<file path="config.mk">
export PLATFORM = sky130hd
export DESIGN_NAME = accum_sum_flat
export DESIGN_NICKNAME = d
export VERILOG_FILES = /design/src/rtl/accum_sum_if.sv /design/src/rtl/accum_sum.sv /design/src/flat_wrapper.sv
export SDC_FILE = /design/constraint.sdc
export NUM_CORES = 1
export LEC_CHECK = 0
export ABC_AREA = 0
export CAP_MARGIN = 25
export CORE_UTILIZATION = 28
export DETAILED_ROUTE_END_ITERATION = 8
export PLACE_DENSITY = 0.49
export SLEW_MARGIN = 20
export SYNTH_ARGS = -nofsm -noshare
export SYNTH_HDL_FRONTEND = slang
export SYNTH_SLANG_ARGS = --single-unit
</file>
<file path="constraint.sdc">
create_clock -name IN_clk -period 5.3 [get_ports IN_clk]
set_clock_uncertainty 0.15 [all_clocks]
set_input_delay 0.53 -clock IN_clk [delete_from_list [all_inputs] [get_ports IN_clk]]
set_output_delay 0.53 -clock IN_clk [all_outputs]
set_load 0.005 [all_outputs]
</file>
<file path="src/rtl/accum_sum_if.sv">
`default_nettype none
// ============================================================================
// Module   : accum_sum_if
// Purpose  : Handshake and data bundle for accum_sum. Carries the operand
//            side (valid/ready, operands, mode, clear) and the result side
//            (valid/ready, sum, overflow).
// Revision : 1.0 - initial release
// ============================================================================
interface accum_sum_if #(
    parameter int unsigned WIDTH    = 8,
    parameter int unsigned CHANNELS = 2
);
    // Operand side
    logic                         IN_valid;
    logic                         OUT_ready;
    logic [CHANNELS*WIDTH-1:0]    IN_operands;
    logic                         IN_mode;
    logic                         IN_clear;

    // Result side
    logic                         OUT_valid;
    logic                         IN_ready;
    logic [WIDTH-1:0]             OUT_sum;
    logic                         OUT_overflow;

    // The adder itself
    modport slave (
        input  IN_valid,
        input  IN_operands,
        input  IN_mode,
        input  IN_clear,
        input  IN_ready,
        output OUT_ready,
        output OUT_valid,
        output OUT_sum,
        output OUT_overflow
    );

    // Whoever drives operands and consumes results
    modport master (
        output IN_valid,
        output IN_operands,
        output IN_mode,
        output IN_clear,
        output IN_ready,
        input  OUT_ready,
        input  OUT_valid,
        input  OUT_sum,
        input  OUT_overflow
    );
endinterface
`default_nettype wire

</file>
<file path="src/rtl/accum_sum.sv">
`default_nettype none
// ============================================================================
// Module   : accum_sum
// Purpose  : Registered multi-operand adder with constant offset, optional
//            running accumulator, wrap/saturate result and valid/ready
//            handshake on both sides. Result appears one cycle after accept.
// Revision : 1.0 - initial release
// ============================================================================
module accum_sum #(
    parameter int unsigned WIDTH    = 8,
    parameter int unsigned CHANNELS = 2,
    parameter logic [63:0] OFFSET   = 64'd0,
    parameter bit          SATURATE = 1'b0
) (
    input  logic        IN_clk,
    input  logic        IN_rstn,
    accum_sum_if.slave  bus
);
    // Wide enough for CHANNELS operands + offset + accumulator with no overflow
    localparam int unsigned SUM_W = WIDTH + $clog2(CHANNELS + 2);
    localparam int unsigned EXT_W = SUM_W - WIDTH;

    localparam logic [SUM_W-1:0] OFFSET_EXT = {{EXT_W{1'b0}}, OFFSET[WIDTH-1:0]};
    localparam logic [SUM_W-1:0] MAX_EXT    = {{EXT_W{1'b0}}, {WIDTH{1'b1}}};

    // ------------------------------------------------------------------
    // State
    // ------------------------------------------------------------------
    logic             out_valid_q;
    logic [WIDTH-1:0] out_sum_q;
    logic             out_ovf_q;
    logic [WIDTH-1:0] acc_q;

    // ------------------------------------------------------------------
    // Handshake
    // ------------------------------------------------------------------
    logic ready;
    logic accept;

    // The output slot frees up when empty or being drained this cycle
    assign ready  = !out_valid_q || bus.IN_ready;
    assign accept = bus.IN_valid && ready;

    // ------------------------------------------------------------------
    // Operand unpacking, each zero-extended to the full sum width
    // ------------------------------------------------------------------
    logic [SUM_W-1:0] operand_ext [CHANNELS];

    for (genvar i = 0; i < int'(CHANNELS); i++) begin : g_chan
        assign operand_ext[i] = {{EXT_W{1'b0}}, bus.IN_operands[i*WIDTH +: WIDTH]};
    end

    // ------------------------------------------------------------------
    // Datapath
    // ------------------------------------------------------------------
    logic [SUM_W-1:0] operand_total;
    logic [SUM_W-1:0] acc_term;
    logic [SUM_W-1:0] true_sum;
    logic             overflow;
    logic [WIDTH-1:0] result;

    // Sum of all operand channels
    always_comb begin
        operand_total = '0;
        for (int i = 0; i < int'(CHANNELS); i++) begin
            operand_total = operand_total + operand_ext[i];
        end
    end

    // Accumulator contributes only in accumulate mode; a simultaneous clear
    // means "clear, then add", so it contributes zero in that case
    always_comb begin
        acc_term = '0;
        if (bus.IN_mode && !bus.IN_clear) begin
            acc_term = {{EXT_W{1'b0}}, acc_q};
        end
    end

    assign true_sum = operand_total + OFFSET_EXT + acc_term;
    assign overflow = (true_sum > MAX_EXT);

    // Wrap keeps the low bits; saturate clamps to all-ones on overflow
    always_comb begin
        result = true_sum[WIDTH-1:0];
        if (SATURATE && overflow) begin
            result = {WIDTH{1'b1}};
        end
    end

    // ------------------------------------------------------------------
    // Accumulator next value
    // ------------------------------------------------------------------
    logic [WIDTH-1:0] acc_next;

    // A standalone clear is honoured even while stalled by backpressure
    always_comb begin
        acc_next = acc_q;
        if (accept) begin
            if (bus.IN_mode) begin
                acc_next = result;
            end else if (bus.IN_clear) begin
                acc_next = '0;
            end
        end else if (bus.IN_clear) begin
            acc_next = '0;
        end
    end

    // Accumulator register
    always_ff @(posedge IN_clk or negedge IN_rstn) begin
        if (!IN_rstn) begin
            acc_q <= '0;
        end else begin
            acc_q <= acc_next;
        end
    end

    // Output slot: load on accept, empty on drain without a new accept
    always_ff @(posedge IN_clk or negedge IN_rstn) begin
        if (!IN_rstn) begin
            out_valid_q <= 1'b0;
            out_sum_q   <= '0;
            out_ovf_q   <= 1'b0;
        end else if (accept) begin
            out_valid_q <= 1'b1;
            out_sum_q   <= result;
            out_ovf_q   <= overflow;
        end else if (bus.IN_ready) begin
            out_valid_q <= 1'b0;
        end
    end

    // ------------------------------------------------------------------
    // Outputs
    // ------------------------------------------------------------------
    assign bus.OUT_ready    = ready;
    assign bus.OUT_valid    = out_valid_q;
    assign bus.OUT_sum      = out_sum_q;
    assign bus.OUT_overflow = out_ovf_q;

endmodule
`default_nettype wire
</file>
<file path="src/flat_wrapper.sv">
// flat-port wrapper written by rule: the top's interface ports become plain ports
module accum_sum_flat 
#(
    parameter int unsigned WIDTH    = 8,
    parameter int unsigned CHANNELS = 2,
    parameter logic [63:0] OFFSET   = 64'd0,
    parameter bit          SATURATE = 1'b0
)
  (IN_clk, IN_rstn, bus_IN_valid, bus_IN_operands, bus_IN_mode, bus_IN_clear, bus_IN_ready, bus_OUT_ready, bus_OUT_valid, bus_OUT_sum, bus_OUT_overflow);
  accum_sum_if #(.WIDTH(WIDTH), .CHANNELS(CHANNELS)) bus_i ();
  input  logic IN_clk;
  input  logic IN_rstn;
  input wire logic [$bits(bus_i.IN_valid)-1:0] bus_IN_valid;
  input wire logic [$bits(bus_i.IN_operands)-1:0] bus_IN_operands;
  input wire logic [$bits(bus_i.IN_mode)-1:0] bus_IN_mode;
  input wire logic [$bits(bus_i.IN_clear)-1:0] bus_IN_clear;
  input wire logic [$bits(bus_i.IN_ready)-1:0] bus_IN_ready;
  output wire logic [$bits(bus_i.OUT_ready)-1:0] bus_OUT_ready;
  output wire logic [$bits(bus_i.OUT_valid)-1:0] bus_OUT_valid;
  output wire logic [$bits(bus_i.OUT_sum)-1:0] bus_OUT_sum;
  output wire logic [$bits(bus_i.OUT_overflow)-1:0] bus_OUT_overflow;
  assign bus_i.IN_valid = bus_IN_valid;
  assign bus_i.IN_operands = bus_IN_operands;
  assign bus_i.IN_mode = bus_IN_mode;
  assign bus_i.IN_clear = bus_IN_clear;
  assign bus_i.IN_ready = bus_IN_ready;
  assign bus_OUT_ready = bus_i.OUT_ready;
  assign bus_OUT_valid = bus_i.OUT_valid;
  assign bus_OUT_sum = bus_i.OUT_sum;
  assign bus_OUT_overflow = bus_i.OUT_overflow;
  accum_sum #(.WIDTH(WIDTH), .CHANNELS(CHANNELS), .OFFSET(OFFSET), .SATURATE(SATURATE)) u_core (.IN_clk(IN_clk), .IN_rstn(IN_rstn), .bus(bus_i));
endmodule
</file>
==> results of run 1 <==
worst reg2reg max path, cell delays in order, from the launching register on:
cell and delay, ps:
dfrtp_1 380, and3_1 150, ha_1 240, fa_1 430
a21oi_1 230, nor3b_2 90, o21ai_0 180, a2bb2oi_1 90
o221a_1 220
state kept, by name, summed over array words and instances, names as in the netlist:
name / cells
u_core.acc_q: 8
u_core.bus.OUT_overflow: 1
u_core.bus.OUT_sum: 8
u_core.bus.OUT_valid: 1
synth_stat cells, drive strengths merged, types with 3 or more instances:
cell type / instances
xnor2: 9
dfrtp: 18
o21ai: 13
nand2: 16
and2: 3
mux2: 4
ha: 17
a21oi: 8
nor2: 10
and3: 13
a21o: 7
nand2b: 3
cell families after synthesis:
kind of cell,share of synthesized area
DFF,0.316
buffers and inverters,0.0140
adders and majority gates,0.177
xor gates and xnor gates,0.0675
muxes,0.0342
AOI/OAI and AO/OA,0.204
and+or+nand+nor,0.188
path summary, 6_finish.rpt:
| kind | to |
|---|---|
| worst max-delay path | u_core.bus.OUT_overflow$_DFFE_PN0P_ |
| worst min-delay path | u_core.bus.OUT_sum[4]$_DFFE_PN0P_ |
| worst max register to register | u_core.bus.OUT_overflow$_DFFE_PN0P_ |
| worst min register to register | u_core.bus.OUT_sum[4]$_DFFE_PN0P_ |
| max in group asynchronous | u_core.acc_q[3]$_DFF_PN0_ |
| min in group asynchronous | u_core.acc_q[6]$_DFF_PN0_ |
stage by stage:
stage / total power, uW / hold WS, ps / cells / area, um^2 / util
floorplan: 304 / 84.4 / 151 / 1430 / -
global placement: 390 / 315 / 247 / 1820 / 0.378
detailed placement: 394 / 313 / 247 / 1820 / 0.378
CTS: 509 / 330 / 251 / 1870 / 0.389
global route: 540 / 347 / 251 / 1870 / 0.389
finish: 500 / 321 / 251 / 1870 / 0.389
layout by cell type (no fill, tap or decap), types with 6 or more instances in the layout:
master           Yosys  layout
xnor2_1              9       9
clkdlybuf4s50_1      0      32
a21oi_1              8       8
ha_1                17      17
a21o_1               7       7
and3_1              13      13
o21ai_1              7       7
nand2_1             16      16
o21ai_0              6       6
dfrtp_1             18      18
nor2_1               9       9
layout make-up:
type / count / area [um^2] / area share
multi-input cells: 128 / 957 / 0.511
flip-flops and latches: 18 / 450 / 0.240
repair buffers: 32 / 320 / 0.171
well taps: 67 / 83.8 / 0.0447
clock buffers: 4 / 55.1 / 0.0294
inverters: 2 / 7.51 / 0.00401
power breakdown:
part | switching [uW] | internal (uW) | leakage, uW
registers | 13.5 | 165 | 0.000225
clock network | 44.6 | 66.0 | 0.0000288
logic | 92.7 | 118 | 0.000624
metal layers:
metal  vias to the layer above  global-route usage  part of all wire
met1                       548               0.160              0.46
met4                         0              0.0278             0.010
met2                        24               0.210              0.48
met3                         4              0.0357             0.044
li1                        622                   -                 -
met5                         -                   0                 0
==> run metrics, run 1 <==
R2R depth 8; crit path from bus_IN_operands[0]; gr ovfl total 0; initial antenna violation count 0; TritonCTS clock tree done; top cells by area, synth dfrtp_1 32%, ha_1 15%, and3_1 5.7%; total track usage 0.125; Post-Place Setup Slack 1590 ps; DIE AREA 5390 um^2; syn nets 192; status finished, final reports clean; final worst slack 1850 ps; max-slew violations 0; Worst path most repeated cell ha_1; CTS root buffer clkbuf_8; clk_lat worst skew 250 ps; vias in the first global route 1197; first-pass GRT wire length 5270 um; CP Capture Type flop; Setup TNS Final 0 ps; CP max stage cell fa_1; Final GP Congestion 0.734; max_cap viols 0; most used flip-flop cell after synthesis dfrtp_1; Avg Inst Size Synth 9.45 um^2; Layout Nets 226; crit path launch type primary input; Via Count 1198; post-DR wirelength/cell 12.3 um; filler cell count 492; Post-synth EDFFs 0; H-tree Lvls 1; Buf/Inv on CP 1; CTS clk-pin slew, worst paths 70 ps; first drt pass iteration count 4; # setup viols final 0; Rel. slew slack 0.461; Worst Setup Path Type primary input to flop; I/O pin count 33; Resized cells post-CTS 0; crit path max fanout 3; post-route ant nets 0; die height 73.4 um; DRC violations left 0; Top delay family on crit path compound AO/OA/AOI/OAI gates; Synthesis Warnings 0; Initial Util 0.296; post-synthesis instance total 151; synthesized cell area 1430 um^2; Hold Path Stages 2; Crit. path cell count 12; Ant. Diodes 0; Hold/Removal Path Class flop to flop; Clock Sinks 18; worst path cell trace clkdlybuf4s50_1, ha_1, fa_1, a21o_1, a221oi_2, xnor2_1, ha_1, o21ai_0, o2111ai_1, a2111oi_0, nand3_1, o221a_1; RSZ-0062 raised after global routing no; detailed placement HPWL 2530 um; drt via density 4.77; largest net degree at the start of global routing 19; post-synthesis async set-or-reset flop share 1.00; Required @ worst endpoint 5290 ps; Synth area leader dfrtp_1; DRT iter0 DRCs 65; # hold bufs at CTS 0; leakage 0.000878 uW; hold_sp u_core.bus.OUT_sum[4]$_DFFE_PN0P_; Layout area overhead 31.3%; Worst VDD drop 0.174 mV; fin crit share 0.650; Max Freq 290 MHz; total power per unit cell area 267 nW/um^2; Total Wirelength 3090 um; reg2reg setup slack 3040 ps; Final Hold Vio Count 0; start of the worst register-to-register path u_core.acc_q[0]$_DFF_PN0_; Seq cells post-synth 18; cts bufs inserted 3; number of setup buffers added after CTS 0; I/O Buffers 32; Die X-Extent 73.4 um; sequential element share of the synthesized area 0.316; Synth cell types 39; CTS Buffer Depth 2; critical path arrival 3440 ps; Tmin final 3450 ps; fraction of final layout cells sized beyond drive strength 1 0.0761; Cell Rows 25; post-synth top area share 0.316; Worst-Margin Slew 806 ps; core box area 4820 um^2; max incr delay on CP 410 ps
Power figures use the tool's default switching activity.
==> run 2, diff against run 1 <==
clock period = 3.3 ns   (was 5.3 ns; I/O delays follow)
==> run metrics, run 2 (same netlist as run 1, synthesis figures left out) <==
status finished, final reports clean; fin crit share 0.944; leakage 0.000922 uW (+5.0%); start of the worst register-to-register path u_core.acc_q[0]$_DFF_PN0_; total track usage 0.127 (+0.00130); largest net degree at the start of global routing 19 (unchanged); Worst-Margin Slew 788 ps (-18.5 ps); CP max stage cell clkdlybuf4s50_1; critical path arrival 3110 ps (-330 ps); Post-Place Setup Slack -109 ps (-1700 ps); Tmin final 3120 ps; TritonCTS clock tree done; R2R depth 8 (unchanged); crit path launch type primary input; first drt pass iteration count 4 (unchanged); Ant. Diodes 0 (unchanged); number of setup buffers added after CTS 0 (unchanged); CTS clk-pin slew, worst paths 70 ps (about the same); Layout Nets 235 (+4.0%); post-route cell area 1950 um^2 (+4.3%); most common cell after layout, fill and taps aside clkdlybuf4s50_1; Die X-Extent 73.4 um (unchanged); total power per unit cell area 427 nW/um^2 (+60%); detailed placement HPWL 2580 um (+1.7%); Via Count 1261 (+5.3%); Int Pwr 583 uW (+67%); first-pass GRT wire length 5330 um (+1.0%); Hold Path Sink u_core.bus.OUT_sum[4]$_DFFE_PN0P_; drt via density 4.85 (+1.6%); net switching power 252 uW (+67%); Layout Utilization 0.406 (+0.0166); DRC violations left 0 (unchanged); Cell Rows 25 (unchanged); Hold Path Stages 2 (unchanged); Gate power share 0.442 (+0.021); Clock Sinks 18 (unchanged); Final Hold Vio Count 0 (unchanged); DIE AREA 5390 um^2 (unchanged); CTS root buffer clkbuf_8; sequential fraction of design power 0.346 (-0.012); Required @ worst endpoint 3290 ps (-2000 ps); RSZ-0062 raised after global routing no; CTS Buffer Depth 2 (unchanged); crit path max fanout 2 (-1); H-tree Lvls 1 (unchanged); I/O Buffers 32 (unchanged); hold_sp u_core.bus.OUT_sum[4]$_DFFE_PN0P_; post-route ant nets 0 (unchanged); vias in the first global route 1148 (-4.1%); gr ovfl total 0 (unchanged); max-slew violations 0 (unchanged); Rel. slew slack 0.473 (+0.0124); Max Freq 321 MHz; Final GP Congestion 0.818 (+11%); Hold/Removal Path Class flop to flop; die height 73.4 um (unchanged); Switching Share 0.301 (about the same); Total Wirelength 3170 um (+2.6%); Initial Util 0.296 (unchanged); filler cell count 503 (+2.2%); clock power share 0.212 (-0.009); initial antenna violation count 0 (unchanged); post-DR wirelength/cell 12.2 um (-0.99%); fraction of final layout cells sized beyond drive strength 1 0.119 (+0.0431); reg2reg end u_core.bus.OUT_sum[6]$_DFFE_PN0P_; # setup viols final 0 (unchanged); Worst VDD drop 0.313 mV (+80%); core box area 4820 um^2 (unchanged); cts bufs inserted 3 (unchanged); max incr delay on CP 400 ps (about the same); final worst slack 184 ps (-1670 ps); max_cap viols 0 (unchanged); CP Capture Type flop; Worst path most repeated cell ha_1; commonest cells after routing, fill and taps aside 32 x clkdlybuf4s50_1, 18 x dfrtp_1, 17 x ha_1, 16 x nand2_1, 13 x and3_1; I/O pin count 33 (unchanged); Fin Hold WS 330 ps (+9.41 ps); worst path cell trace clkdlybuf4s50_1, ha_1, fa_1, a21o_1, a221oi_4, xnor2_1, ha_1, o21ai_0, o2111ai_1, a2111oi_1, nand3_1, o221a_1; Layout area overhead 36.9%; Worst Setup Path Type primary input to flop; clk_lat worst skew 250 ps (about the same); reg2reg setup slack 1010 ps (-2030 ps); area post-placement 1890 um^2 (+3.7%); DRT iter0 DRCs 66 (+1.5%)
-- run 2: cell types whose count changed in the layout (fill, tap and decap cells not counted), sizes merged --
| cell | change |
|---|---|
| buf | +9 |
-- run 2: worst max path at each step --
stage | startpoint | endpoint | slack [ps] | cells past startpoint
6_report | bus_IN_operands[0] | u_core.bus.OUT_overflow$_DFFE_PN0P_ | 180 | 12
5_1_grt | bus_IN_operands[0] | u_core.bus.OUT_overflow$_DFFE_PN0P_ | 4 | 12
4_1_cts | bus_IN_operands[0] | u_core.bus.OUT_overflow$_DFFE_PN0P_ | 130 | 12
3_5_place_dp | bus_IN_operands[0] | u_core.bus.OUT_overflow$_DFFE_PN0P_ | -110 | 12
3_3_place_gp | bus_IN_operands[0] | u_core.bus.OUT_overflow$_DFFE_PN0P_ | -120 | 12
2_1_floorplan | bus_IN_operands[0] | u_core.bus.OUT_overflow$_DFFE_PN0P_ | 470 | 11
-- run 2: power groups by stage --
stage | registers [uW] | logic [uW] | clock network, uW
after detailed placement | 292 | 367 | 0
after floorplan | 292 | 197 | 0
after global routing | 294 | 409 | 193
final | 289 | 369 | 177
after global placement | 291 | 363 | 0
after CTS | 289 | 370 | 183
-- run 2: per-layer routing --
metal,part of all wire,global-route usage
met1,0.47,0.171
met2,0.48,0.210
met3,0.047,0.0343
met4,0.0019,0.0128
met5,0,0
-- run 2: worst max-delay path, delay by kind of cell --
family	cells	cell delay, ps
AND/OR/NAND/NOR	1	120
XOR/XNOR	1	180
AO/OA/AOI/OAI	6	1160
buffers and inverters	1	400
adder cells (fa/ha/maj)	3	910
-- run 2: final cells by class --
class	instances	area [um^2]	area share
tap	67	83.8	0.0429
timing repair buffer	41	388	0.198
clock buffer	4	55.1	0.0282
multi-input combinational	128	970	0.496
sequential	18	450	0.230
inverter	2	7.51	0.00384
-- run 2: timing repair --
item | 4_1_cts | 5_1_grt
resized for setup | 0 | 3
setup endpoints to repair | 0 | 1
hold buffers | 0 | 0
-- run 2: metrics by stage --
step,cells,power [uW],setup TNS (ps)
2_1_floorplan,151,489,0
3_5_place_dp,256,660,-177
4_1_cts,260,842,0
5_1_grt,260,897,0
6_report,260,835,0
3_3_place_gp,256,654,-134
